<file path="src/rtl/router_fifo.sv">
// Router output FIFO: DEPTH words of {header_flag, byte}, registered read data,
// and a packet byte counter that is loaded from header words as they are read.
module router_fifo #(
  parameter int DEPTH = 16,
  parameter int WIDTH = 8
) (
  input  logic             clock,
  input  logic             reset,
  input  logic             soft_reset,
  input  logic             write_enb,
  input  logic             read_enb,
  input  logic             lfd_state,
  input  logic [WIDTH-1:0] data_in,
  output logic [WIDTH-1:0] data_out,
  output logic             full,
  output logic             empty
);

  localparam int AW = $clog2(DEPTH);

  logic [AW:0]      wr_ptr_q, wr_ptr_d;
  logic [AW:0]      rd_ptr_q, rd_ptr_d;
  logic [DEPTH-1:0] hdr_q, hdr_d;
  logic [6:0]       pkt_count_q, pkt_count_d;
  logic [WIDTH-1:0] data_out_q, data_out_d;
  logic [WIDTH-1:0] mem_q [DEPTH];

  logic          wr_fire, rd_fire;
  logic [AW-1:0] wr_idx, rd_idx;

  assign wr_idx   = wr_ptr_q[AW-1:0];
  assign rd_idx   = rd_ptr_q[AW-1:0];
  assign empty    = (wr_ptr_q == rd_ptr_q);
  assign full     = (wr_ptr_q[AW-1:0] == rd_ptr_q[AW-1:0]) && (wr_ptr_q[AW] != rd_ptr_q[AW]);
  assign wr_fire  = write_enb && !full;
  assign rd_fire  = read_enb && !empty;
  assign data_out = data_out_q;

  always_comb begin
    wr_ptr_d    = wr_ptr_q;
    rd_ptr_d    = rd_ptr_q;
    hdr_d       = hdr_q;
    pkt_count_d = pkt_count_q;
    data_out_d  = data_out_q;
    if (soft_reset) begin
      wr_ptr_d    = '0;
      rd_ptr_d    = '0;
      hdr_d       = '0;
      pkt_count_d = '0;
      data_out_d  = '0;
    end else begin
      if (wr_fire) begin
        wr_ptr_d        = wr_ptr_q + 1'b1;
        hdr_d[wr_idx]   = lfd_state;
      end
      if (rd_fire) begin
        rd_ptr_d   = rd_ptr_q + 1'b1;
        data_out_d = mem_q[rd_idx];
        // Header byte carries payload length in [7:2]; +1 accounts for parity.
        if (hdr_q[rd_idx]) begin
          pkt_count_d = {1'b0, mem_q[rd_idx][7:2]} + 7'd1;
        end else if (pkt_count_q != '0) begin
          pkt_count_d = pkt_count_q - 7'd1;
        end
      end
    end
  end

  always_ff @(posedge clock or posedge reset) begin
    if (reset) begin
      wr_ptr_q    <= '0;
      rd_ptr_q    <= '0;
      hdr_q       <= '0;
      pkt_count_q <= '0;
      data_out_q  <= '0;
    end else begin
      wr_ptr_q    <= wr_ptr_d;
      rd_ptr_q    <= rd_ptr_d;
      hdr_q       <= hdr_d;
      pkt_count_q <= pkt_count_d;
      data_out_q  <= data_out_d;
    end
  end

  // Byte storage needs no reset: a word is only readable after it is written.
  always_ff @(posedge clock) begin
    if (wr_fire && !soft_reset) begin
      mem_q[wr_idx] <= data_in;
    end
  end

endmodule

</file>
<file path="config.mk">
export PLATFORM = sky130hd
export DESIGN_NAME = router_fifo
export DESIGN_NICKNAME = d
export VERILOG_FILES = /design/src/rtl/router_fifo.sv
export SDC_FILE = /design/constraint.sdc
export NUM_CORES = 1
export LEC_CHECK = 0
export BUFFER_PORTS_ARGS = -buffer_cell sky130_fd_sc_hd__buf_4
export CORE_MARGIN = 8
export CORE_UTILIZATION = 50
export CTS_CLUSTER_DIAMETER = 150
export DETAILED_ROUTE_END_ITERATION = 8
export GPL_TIMING_DRIVEN = 1
export PLACE_DENSITY_LB_ADDON = 0.3
export SLEW_MARGIN = 40
export SYNTH_ARGS = -nofsm -noshare
export SYNTH_HDL_FRONTEND = slang
export SYNTH_SLANG_ARGS = --single-unit
</file>
<file path="constraint.sdc">
create_clock -name clock -period 2.49 [get_ports clock]
set_input_delay 0.3735 -clock clock [delete_from_list [all_inputs] [get_ports clock]]
set_output_delay 0.3735 -clock clock [all_outputs]
set_load 0.01 [all_outputs]
</file>
## After elaboration in Yosys (flattened, before gate mapping)

Memory sizes are Yosys's and may differ from the RTL's.
Index checks and enable logic that the tools add are counted.

| word-level totals | value |
|---|---|
| flip-flop bits (word level) | 18 |
| bits in latches | 0 |
| RAM bits | 128 |
| memory bits (read-only) | 0 |
| input bits | 14 |
| memories kept | 1 |

Memory list:

| name | depth | bits a word | rd ports | clocked after Yosys merged registers in | write ports | RTL line | RTL |
|---|---|---|---|---|---|---|---|
| mem_q | 16 | 8 | 1 | 0 | 1 | 26 | `logic [WIDTH-1:0] mem_q [DEPTH];` |

| cells by class | value |
|---|---|
| add/sub/neg operators | 2 |
| $mul | 0 |
| divide/modulo/power cells | 0 |
| order comparisons | 0 |
| equal/unequal tests | 3 |
| shift-type cells | 0 |
| muxes and demuxes | 8 |
| bitwise operators | 0 |
| reduce and logical (&&, ||, !) cells | 9 |

Operator list:

| cell | count |
|---|---|
| two-way mux 5 bit | 4 |
| two-way mux 8 bit | 2 |
| adder 5 x 1 -> 5 bit, second input constant | 2 |
| == test 5 bit | 1 |
| == test 4 bit | 1 |
| logical AND 1 bit | 4 |
| nonzero test 2 bit | 2 |
| logical NOT 1 bit | 3 |
| two-way mux 1 bit | 2 |
| inequality test 1 bit | 1 |

## Logic depth before layout (Yosys ltp)

Gate-level depths: netlist of the first run.

| depth | value |
|---|---|
| word-level depth | 7 |
| mapped depth | 8 |
| mapped depth without buffers | 5 |

## Worst setup path before layout of the first run

OpenSTA, ideal clock, no wires.

| timing | value |
|---|---|
| path kind | register to register |
| start point | reg rd_ptr_q[3] |
| end point | mem mem_q[1][0] (enable) |
| arrival time | 2.149 ns |
| path slack | -0.054 ns |
| cell stages (with the launch flop) | 8 |
| path buffers | 3 |
| cells stage by stage | dfrtp_1 -> buf_2 -> xnor2_1 -> nand4_2 -> o21ai_0 -> buf_2 -> buf_2 -> nor4_1 |

| between the ends | value |
|---|---|
| longest elaborated chain between the ends | 7 |

Ends and longest elaborated chain:

| item | RTL line | RTL |
|---|---|---|
| from (decl) | 22 | `logic [AW:0] rd_ptr_q, rd_ptr_d;` |
| from (signal assigned) | 78 | `rd_ptr_q <= rd_ptr_d;` |
| == test 4 bit | 34 | `assign full = (wr_ptr_q[AW-1:0] == rd_ptr_q[AW-1:0]) && (wr_ptr_q[AW] != rd_ptr_q[AW]);` |
| logical AND 1 bit | 34 |  |
| logical NOT 1 bit | 35 | `assign wr_fire = write_enb && !full;` |
| logical AND 1 bit | 35 |  |
| logical AND 1 bit | 87 | `if (wr_fire && !soft_reset) begin` |
| two-way mux 1 bit | 87 |  |
| two-way mux 1 bit (not written as such) | 88 | `mem_q[wr_idx] <= data_in;` |
| to (decl) | 26 |  |

No other way between the ends.

## Final worst setup path of the first run

| timing | value |
|---|---|
| start point | reg rd_ptr_q[1] |
| end point | reg data_out_q[3] (netlist: data_out[3]) |

| between the ends | value |
|---|---|
| longest elaborated chain between the ends | 4 |

Ends and longest elaborated chain:

| item | RTL line | RTL |
|---|---|---|
| branches (longest 4 deep; another with memory read (16 x 8 bit)) | - |  |
| to (signal assigned) | 81 | `data_out_q <= data_out_d;` |
| to (decl) | 25 | `logic [WIDTH-1:0] data_out_q, data_out_d;` |

Several ways; the timed one is not identified. The select of a mux whose other input is x is not followed.
A chain may end at the register's enable or synchronous reset.

==> results of run 1 <==
[per-layer routing]
metal | track usage [%] | up-vias | wire (um)
li1 | - | 1446 | -
met1 | 19.5 | 1571 | 5010
met2 | 22.0 | 94 | 5250
met3 | 4.35 | 21 | 663
met4 | 8.92 | 0 | 374
met5 | 0 | - | 0
[path summary, 6_finish.rpt]
path / from / to / cells after the start
worst max-delay path: rd_ptr_q[1] / data_out[3] / 6
worst min-delay path: reset / data_out[5] / 2
worst max register to register: rd_ptr_q[1] / data_out[3] / 6
worst min register to register: data_out[3] / data_out[3] / 2
max in group asynchronous: reset / rd_ptr_q[2] / 2
min in group clock: data_in[3] / mem_q[2][3] / 1
[registers in the layout, summed over array words and instances (netlist names)]
register  count
mem_q       128
data_out      8
rd_ptr_q      5
wr_ptr_q      5
[power by group]
| part | total [W] | leakage [nW] | internal, W | switching (W) |
|---|---|---|---|---|
| sequential | 0.00276 | 1.40 | 0.00272 | 0.0000391 |
| clock | 0.00234 | 0.270 | 0.00138 | 0.000967 |
| combinational | 0.000611 | 0.733 | 0.000265 | 0.000346 |
| total | 0.00571 | 2.40 | 0.00436 | 0.00135 |
[layout make-up]
type / instances / area, um2 / area share (%)
Multi-Input combinational cell: 159 / 1640 / 23.2
Tap cell: 147 / 184 / 2.60
Clock inverter: 15 / 129 / 1.82
Sequential cell: 146 / 4300 / 60.8
Clock buffer: 17 / 425 / 6.02
Inverter: 5 / 18.8 / 0.266
Timing Repair Buffer: 48 / 373 / 5.28
[metrics by stage]
step,cell area [um2],instances
CTS,7070,537
finish,7070,537
detailed placement,6510,505
global route,7070,537
floorplan,6050,331
global placement,6510,505
[cell usage in the layout, fill, tap and decap left out, types with 3 or more instances in the layout]
| cell | instances |
|---|---|
| edfxtp_1 | 128 |
| clkinv_2 | 3 |
| mux2_2 | 16 |
| mux2i_1 | 9 |
| clkbuf_16 | 17 |
| nor4_1 | 8 |
| nor3_1 | 12 |
| o211ai_1 | 3 |
| inv_1 | 4 |
| buf_4 | 47 |
| xor2_1 | 6 |
| xnor2_1 | 7 |
| a211oi_1 | 16 |
| inv_6 | 5 |
| nand2_1 | 5 |
| ha_1 | 5 |
| nor2_1 | 19 |
| mux4_1 | 24 |
| o22ai_1 | 8 |
| clkinv_1 | 3 |
| dfrtp_1 | 17 |
| nor4b_2 | 3 |
| nand2b_1 | 5 |
[worst max-delay path, cell delays in order, from the launching register on]
cell and delay [ns]:
dfrtp_1 0.37, buf_12 0.23, mux4_1 0.63, o22ai_1 0.22
a211oi_1 0.10, a211oi_1 0.32, nor3_1 0.09
[kinds of logic (layout without fill, tap and decap cells)]
| family | Yosys count | in the layout | share of synthesized area [%] |
|---|---|---|---|
| multiplexers | 49 | 49 | 14.9 |
| flip-flops | 146 | 146 | 71.0 |
| AO/OA/AOI/OAI | 34 | 34 | 3.93 |
| XOR/XNOR | 13 | 13 | 1.88 |
| buffers and inverters | 26 | 85 | 2.21 |
| AND/OR/NAND/NOR | 58 | 58 | 5.07 |
| adder cells (fa/ha/maj) | 5 | 5 | 1.03 |
==> results.tsv, run 1 <==
stage	metric	value	unit
hold_path	hold_path_class	input pin to asynchronous set/reset pin	
cts	cts.htree.levels	4	
global_routing	overflow	0	
worst_setup_path	critPathArrivalTime	2.38	ns
sta	max_freq	476	MHz
floorplan	die-height	126	um
global_routing	grt_pass1_wl	17600	um
place	place_hpwl	7000	um
place	io_buffers	22	
power	powerDensity	808	nW/um2
sta	finalClockSkew	0.00930	ns
cts	numCtsBuffers	17	
worst_setup_path	crit_fanout	29	
sta	worst_pin_slew	0.657	ns
global_routing	grt_use_total	15.0	%
sta	timing.final.crit_share	84.3	%
drt	routed_via_density	5.83	
worst_setup_path	r2r_setup_slack	0.39	ns
floorplan	dieArea	15900	um2
sta	post-route-min-period	2.10	ns
synthesis	ys_warn_count	0	
synthesis	synth_edf_count	128	
floorplan	die_x	126	um
power	p_leak	2.40	nW
synthesis	post-synth-top-count-cell	edfxtp_1	
synthesis	ys_seq_area_share	71.0	%
drt	first_iter_violations	266	
synthesis	ys_types	33	
synthesis	synth_ff_type	edfxtp_1	
synthesis	yosys-top-cells-count	edfxtp_1 (128), mux4_1 (24), nor2_1 (19)	
cts	clock_latency	0.41	ns
drt	wl	11300	um
run	cap_violations	0	
cts	post-cts-setup-buffer-count	0	
place	gp_congestion	0.850	
cells_and_area	antennaDiodeCount	0	
sta	hold_ws	0.0603	ns
drt	drc	0	
synthesis	ys_ff_latch	146	
floorplan	io_pins	24	
cts	clock_path_buffers	2	
synthesis	yosysTopAreaCell	edfxtp_1	
worst_setup_path	critical_path_class	flip-flop to flip-flop	
worst_setup_path	cp-start-kind	flip-flop	
global_routing	grt_max_degree	30	
cells_and_area	fillers	853	
cts	cts_root_buffer	clkbuf_16	
cts	cts.sinks	146	
synthesis	synthCells	331	
drt	first_pass_iters	5	
sta	setup_viol	0	
cts	ctsResizeCount	0	
cts	cts_tree	yes	
cts	holdBufCountCts	0	
sta	hold_viol	0	
worst_setup_path	setup.worst_path.end_class	flip-flop	
cells_and_area	fin_nets	396	
power	p_total	0.00571	W
synthesis	synth_top_area_share	63.5	%
sta	final_max_slew_viol_count	0	
cts	clkTransAtPathRegs	0.06	ns
sta	rsz0062_at_grt	false	
floorplan	placementRows	40	
synthesis	synth.area.top_cells	edfxtp_1 (64%), mux4_1 (10%), dfrtp_1 (7.4%), mux2_2 (3.0%), a211oi_1 (2.0%)	
cells_and_area	syn_to_final_growth	16.8	%
sta	fin_ws	0.391	ns
floorplan	initial_core_util	50.8	%
power	peakVddDrop	0.540	mV
drt	detail-route-antenna-nets	0	
synthesis	async_flop_share	12.3	%
sta	relSlewSlack	56.2	%
floorplan	core-area	11900	um2
synthesis	syn_area	6050	um2
drt	vias	3132	
synthesis	synthesis.nets	350	
place	place_ws	0.413	ns
synthesis	postSynthAreaPerCell	18.3	um2
cells_and_area	drive_gt1_share	25.6	%
cells_and_area	post-route-util	59.3	%
sta	finalSetupTns	0	ns
global_routing	grt_pass1_vias	3072	
worst_setup_path	crit_required	2.77	ns
global_routing	antenna_found_initial	0	
drt	wl_per_cell	21.0	um
run_status	status	finished clean	
No activity file was read; power rests on OpenSTA's default activity.
==> run 2: changes to the inputs <==
- ABC_AREA: unset -> 1
- clock period: 2.49 -> 2 ns (I/O delays scaled with it)
==> run 2 against run 1 <==
Synthesized area is 11% higher. Core utilization is 0.35 points lower. Critical path depth is 1 higher. Synthesized cell count is 120% higher. Sequential power is 24% higher. Design area is 10% higher. Routed wire length is 27% higher. Total power is 33% higher. Register-to-register slack worse by 0.15 ns.
==> results.tsv, run 2 <==
stage	metric	value	unit	change
worst_setup_path	critical_path_class	flip-flop to output port		
sta	final_max_slew_viol_count	0		unchanged
floorplan	io_pins	24		unchanged
worst_setup_path	cp_slowest_stage_delay	0.47	ns	-0.16 ns
global_routing	grt_pass1_wl	23300	um	+32%
drt	routed_via_density	4.98		-15%
cells_and_area	layout_commonest_cell	nand2_1		
place	place_ws	0.234	ns	-0.179 ns
worst_setup_path	crit_fanout	8		-72%
drt	vias	4719		+51%
worst_setup_path	slowest_stage	dfrtp_1		
cts	cts_root_buffer	clkbuf_16		
worst_setup_path	r2r-start	wr_ptr_q[2]		
cts	post-cts-setup-buffer-count	0		unchanged
synthesis	synth_edf_count	128		unchanged
synthesis	ys_types	23		-30%
cts	cts.sinks	146		unchanged
drt	drc	0		unchanged
cts	ctsResizeCount	0		unchanged
run_status	status	finished clean		
synthesis	syn_area	6730	um2	+11%
synthesis	yosysTopAreaCell	edfxtp_1		
sta	post-route-min-period	1.86	ns	
place	gp_congestion	0.940		+11%
sta	fin_ws	0.139	ns	-0.252 ns
worst_setup_path	crit_family	flip-flops		
sta	rsz0062_at_grt	false		
synthesis	ys_warn_count	0		unchanged
cells_and_area	drive_gt1_share	11.7	%	-14 points
worst_setup_path	cpMostUsedCell	inv_1		
cells_and_area	fin_nets	780		+97%
synthesis	async_flop_share	12.3	%	unchanged
sta	max_freq	537	MHz	
power	p_leak	3.57	nW	+49%
sta	relSlewSlack	53.0	%	-3.2 points
cells_and_area	antennaDiodeCount	0		unchanged
sta	worst_pin_slew	0.704	ns	+0.0474 ns
hold_path	hold_path_class	input pin to asynchronous set/reset pin		
cts	holdBufCountCts	0		unchanged
floorplan	dieArea	17400	um2	+9.7%
synthesis	synth.area.top_cells	edfxtp_1 (57%), nand2_1 (15%), nand3_1 (7.6%), inv_1 (7.3%), dfrtp_1 (6.7%)		
floorplan	die_x	132	um	+4.8%
sta	setup_viol	0		unchanged
worst_setup_path	critPathArrivalTime	1.56	ns	-0.82 ns
floorplan	placementRows	42		+5.0%
drt	wl	14300	um	+27%
cts	clock_path_buffers	2		unchanged
global_routing	antenna_found_initial	0		unchanged
worst_setup_path	cp-start-kind	flip-flop		
synthesis	post-synth-top-count-cell	nand2_1		
sta	timing.final.crit_share	93.1	%	
synthesis	synth_top_area_share	57.1	%	-6.4 points
cells_and_area	layout.cells.most_common_list	nand2_1 (264), inv_1 (130), edfxtp_1 (128)		
cells_and_area	max_flop_register	mem_q		
power	p_total	0.00762	W	+33%
floorplan	initial_core_util	51.0	%	+0.21 points
cts	numCtsBuffers	17		unchanged
place	place_hpwl	9270	um	+32%
cts	cts_tree	yes		
worst_setup_path	setup.worst_path.end_class	output port		
sta	finalSetupTns	0	ns	unchanged
cts	cts.htree.levels	4		unchanged
cts	clkTransAtPathRegs	0.06	ns	about the same
cells_and_area	syn_to_final_growth	15.6	%	
worst_setup_path	crit_start	wr_ptr_q[2]		
cells_and_area	largest_register_ffs	128		unchanged
drt	first_iter_violations	445		+67%
drt	first_pass_iters	6		+1
power	peakVddDrop	0.581	mV	+7.5%
synthesis	synthCells	723		+120%
cells_and_area	post-route-util	59.0	%	-0.35 points
sta	finalClockSkew	0.00701	ns	-0.00229 ns
global_routing	grt_use_total	17.1	%	+2.1 points
run	cap_violations	0		unchanged
synthesis	yosys-top-cells-count	nand2_1 (264), inv_1 (130), edfxtp_1 (128)		
worst_setup_path	crit_required	1.70	ns	-1.07 ns
worst_setup_path	cp.buffers_inverters	3		+2
place	io_buffers	22		unchanged
cts	clock_latency	0.41	ns	about the same
synthesis	synthesis.nets	742		+110%
global_routing	grt_max_degree	66		+120%
synthesis	synth_ff_type	edfxtp_1		
floorplan	die-height	132	um	+4.8%
floorplan	core-area	13200	um2	+11%
synthesis	postSynthAreaPerCell	9.30	um2	-49%
global_routing	overflow	0		unchanged
sta	hold_viol	0		unchanged
drt	detail-route-antenna-nets	0		unchanged
power	powerDensity	979	nW/um2	+21%
worst_setup_path	cp_cell_sequence	inv_1 > nand2_1 > nand2_2 > nor2_4 > nand3_1 > inv_1 > buf_4		
drt	wl_per_cell	15.1	um	-28%
synthesis	ys_ff_latch	146		unchanged
synthesis	ys_seq_area_share	63.8	%	-7.1 points
global_routing	grt_pass1_vias	4492		+46%
[run 2: path summary, 6_finish.rpt]
path	to	slack, ns	cells past startpoint
worst max register to register	mem_q[1][0]	0.24	10
max in group asynchronous	wr_ptr_q[0]	1.51	2
min in group clock	rd_ptr_q[3]	0.22	4
worst min-delay path	rd_ptr_q[4]	0.003	2
worst max-delay path	empty	0.14	7
worst min register to register	data_out[5]	0.52	2
[run 2: area by class of cell]
| class | instances | area [um2] |
|---|---|---|
| clock buffer | 18 | 429 |
| clock inverter | 12 | 166 |
| fill | 1072 | 5410 |
| inverter | 137 | 517 |
| multi-input combinational | 411 | 1770 |
| sequential | 146 | 4300 |
| tap | 176 | 220 |
| timing repair buffer | 48 | 373 |
[run 2: where the power goes]
part / total (W) / switching, W / internal (W)
Sequential: 0.00341 / 0.0000361 / 0.00338
Combinational: 0.00101 / 0.000696 / 0.000315
Clock: 0.00319 / 0.00114 / 0.00206
Total: 0.00762 / 0.00187 / 0.00575
[run 2: worst reg2reg max path, cell delays in order, from the launching register on]
cell	delay, ns
dfrtp_1	0.46
inv_1	0.11
nand2_1	0.06
nand2_2	0.09
nor2_4	0.04
nand3b_2	0.08
nand2_2	0.08
nor2_4	0.14
inv_4	0.11
nor2_1	0.11
buf_4	0.19
[run 2: per-stage QoR]
stage,std cells,cell area (um2),hold slack [ns]
2_1_floorplan,723,6730,0.239
3_3_place_gp,918,7180,0.437
3_5_place_dp,918,7180,0.451
4_1_cts,948,7770,0.000832
5_1_grt,948,7780,0.0490
6_report,948,7780,0.00260
[run 2: metal layers]
metal,global-route usage [%],vias up,part of all wire (%)
li1,-,2331,-
met1,22.4,2197,44
met2,27.2,175,47
met3,4.23,16,8.0
met4,5.55,0,1.2
met5,0,-,0
[run 2: cell families (layout without fill, tap and decap cells)]
group / after synthesis / after routing / share of synthesized area [%]
compound gates: 1 / 1 / 0.112
xor+xnor: 4 / 4 / 0.521
fa+ha+maj: 5 / 5 / 0.930
buf+inv: 166 / 215 / 9.78
flops: 146 / 146 / 63.8
simple gates: 401 / 401 / 24.8
==> run 3: changes to the inputs <==
- GPL_TIMING_DRIVEN: 1 -> 0
- MAX_ROUTING_LAYER: unset -> met4
- SLEW_MARGIN: 40 -> 5
==> run 3 against run 2 <==
Global-route usage increased by 2.3 points. Critical endpoint is now mem_q[4][4]. Critical path type is now flip-flop to flip-flop. Final cell count increased by 3.5%. Count of clock-buffer cells in the layout unchanged. Highest routed layer unchanged. Non-clock buffer count increased by 31.
==> results.tsv, run 3 (synthesis results as in run 2) <==
stage	metric	value	unit	change
place	place_inst	920		+0.22%
cells_and_area	syn_to_final_growth	22.2	%	
drt	first_iter_violations	577		+30%
drt	routed-wl-met2	7990	um	+20%
worst_setup_path	cp-start-kind	flip-flop		
cts	clock_path_buffers	2		unchanged
drt	first_pass_iters	7		+1
sta	relSlewSlack	53.0	%	about the same
drt	vias	5050		+7.0%
cells_and_area	fillers	1039		-3.1%
sta	final_max_slew_viol_count	0		unchanged
floorplan	die-height	132	um	unchanged
drt	drc	0		unchanged
place	io_buffers	21		-4.5%
cells_and_area	layout.cells.most_common_list	nand2_1 (262), inv_1 (128), edfxtp_1 (128)		
cells_and_area	layout_commonest_cell	nand2_1		
drt	wirelength_met1	6860	um	+9.0%
global_routing	grt_pass1_vias	4837		+7.7%
sta	worst_pin_slew	0.704	ns	-0.0000489 ns
power	peakVddDrop	0.604	mV	+4.0%
place	gp_congestion	0.880		-6.4%
run	cap_violations	0		unchanged
power	p_leak	3.71	nW	+3.7%
worst_setup_path	r2r_cells	11		+1
global_routing	grt_use_total	19.4	%	+2.3 points
cells_and_area	drive_gt1_share	17.3	%	+5.6 points
cts	clock_latency	0.41	ns	about the same
worst_setup_path	critPathArrivalTime	2.11	ns	+0.55 ns
floorplan	core-area	13200	um2	unchanged
run_status	status	finished clean		
cts	cts_root_buffer	clkbuf_16		
hold_path	hold_path_class	input pin to asynchronous set/reset pin		
drt	wl_met3	1320	um	+15%
global_routing	grt_max_degree	19		-71%
cts	clkTransAtPathRegs	0.06	ns	about the same
power	p_total	0.00777	W	+2.1%
floorplan	die_x	132	um	unchanged
worst_setup_path	setup.worst_path.end_class	flip-flop		
cts	numCtsBuffers	17		unchanged
drt	detail-route-antenna-nets	0		unchanged
sta	post-route-min-period	1.98	ns	+0.123 ns
global_routing	grt_pass1_wl	25400	um	+9.3%
floorplan	io_pins	24		unchanged
cells_and_area	seqCellArea	4300	um2	+0.12%
worst_setup_path	crit_required	2.13	ns	+0.43 ns
cells_and_area	multiInputGateArea	1930	um2	+8.7%
cts	cts.sinks	146		unchanged
floorplan	placementRows	42		unchanged
drt	routed_via_density	5.15		+3.4%
place	place_hpwl	10300	um	+11%
cts	cts.htree.levels	4		unchanged
drt	wl_per_cell	17.2	um	+14%
cells_and_area	antennaDiodeCount	0		unchanged
sta	setup_viol	0		unchanged
global_routing	antenna_found_initial	0		unchanged
cells_and_area	fin_nets	811		+4.0%
sta	finalClockSkew	0.00623	ns	-0.000779 ns
cells_and_area	instances_no_fill	981		+3.5%
cells_and_area	largest_register_ffs	128		unchanged
cts	cts_tree	yes		
drt	wl	16800	um	+18%
floorplan	dieArea	17400	um2	unchanged
sta	max_freq	504	MHz	-6.2%
floorplan	initial_core_util	51.0	%	unchanged
drt	top_layer	met4		
worst_setup_path	crit_fanout	8		unchanged
worst_setup_path	critical_path_class	flip-flop to flip-flop		
global_routing	overflow	0		unchanged
power	powerDensity	946	nW/um2	-3.4%
sta	timing.final.crit_share	99.2	%	+6.2 points
sta	hold_viol	0		unchanged
cells_and_area	max_flop_register	mem_q		
-- run 3: cell count changes in the layout (fill, tap and decap cells not counted), sizes merged --
cell      change
clkinvlp      +2
clkbuf       +11
buf          +20
bufinv        -1
clkinv        +1
-- run 3: worst paths after layout --
check	from	to	slack [ns]
worst max-delay path	rd_ptr_q[0]	mem_q[4][4]	0.02
worst min-delay path	reset	wr_ptr_q[1]	0.001
worst max register to register	rd_ptr_q[0]	mem_q[4][4]	0.02
worst min register to register	data_out[3]	data_out[3]	0.51
max in group asynchronous	reset	rd_ptr_q[0]	1.51
min in group clock	data_in[4]	mem_q[13][4]	0.24
-- run 3: repair_timing --
item / 4_1_cts / 5_1_grt
hold buffers: 0 / 0
buffers inserted: 6 / 24
pin swaps: 6 / 7
setup endpoints to repair: 131 / 101
cloned: 0 / 1
resized for setup: 42 / 22
-- run 3: area by class of cell --
type	count	area share [%]
clock buffer	18	5.22
clock inverter	14	1.95
multi-input combinational	411	23.5
inverter	137	6.53
tap	176	2.68
buffer	27	1.78
timing repair buffer	52	6.03
sequential	146	52.4
-- run 3: worst max-delay path, stage by stage (launching register included) --
cell and delay, ns:
dfrtp_2 0.47, inv_2 0.09, nand2_1 0.07, nand2_1 0.11, nor2_4 0.06, nand3b_4 0.09, nand2_4 0.08, nor2_4 0.13
clkinv_4 0.13, clkbuf_16 0.19, nor2_4 0.14, buf_12 0.14
-- run 3: power breakdown --
part	switching (W)	total, W	internal [W]
combinational	0.000781	0.00116	0.000376
sequential	0.0000404	0.00342	0.00337
clock	0.00124	0.00320	0.00195
-- run 3: through the flow --
step / area [um2] / worst slack (ns) / utilization (%) / setup TNS, ns / hold WS (ns)
finish: 8220 / 0.0159 / 62.3 / 0 / 0.00143
floorplan: 6730 / 0.0143 / - / 0 / 0.239
global placement: 7100 / -0.464 / 53.9 / -42.62 / 0.425
detailed placement: 7100 / -0.527 / 53.9 / -50.48 / 0.450
global route: 8220 / -0.0448 / 62.3 / -2.66 / 0.0628
CTS: 7950 / -0.0157 / 60.2 / -0.268 / 0.0128
-- run 3: metal layers --
layer | up-vias | global-route usage (%)
li1 | 2403 | -
met1 | 2380 | 24.4
met2 | 216 | 29.7
met3 | 51 | 3.43
met4 | 0 | 10.0
met5 | - | -
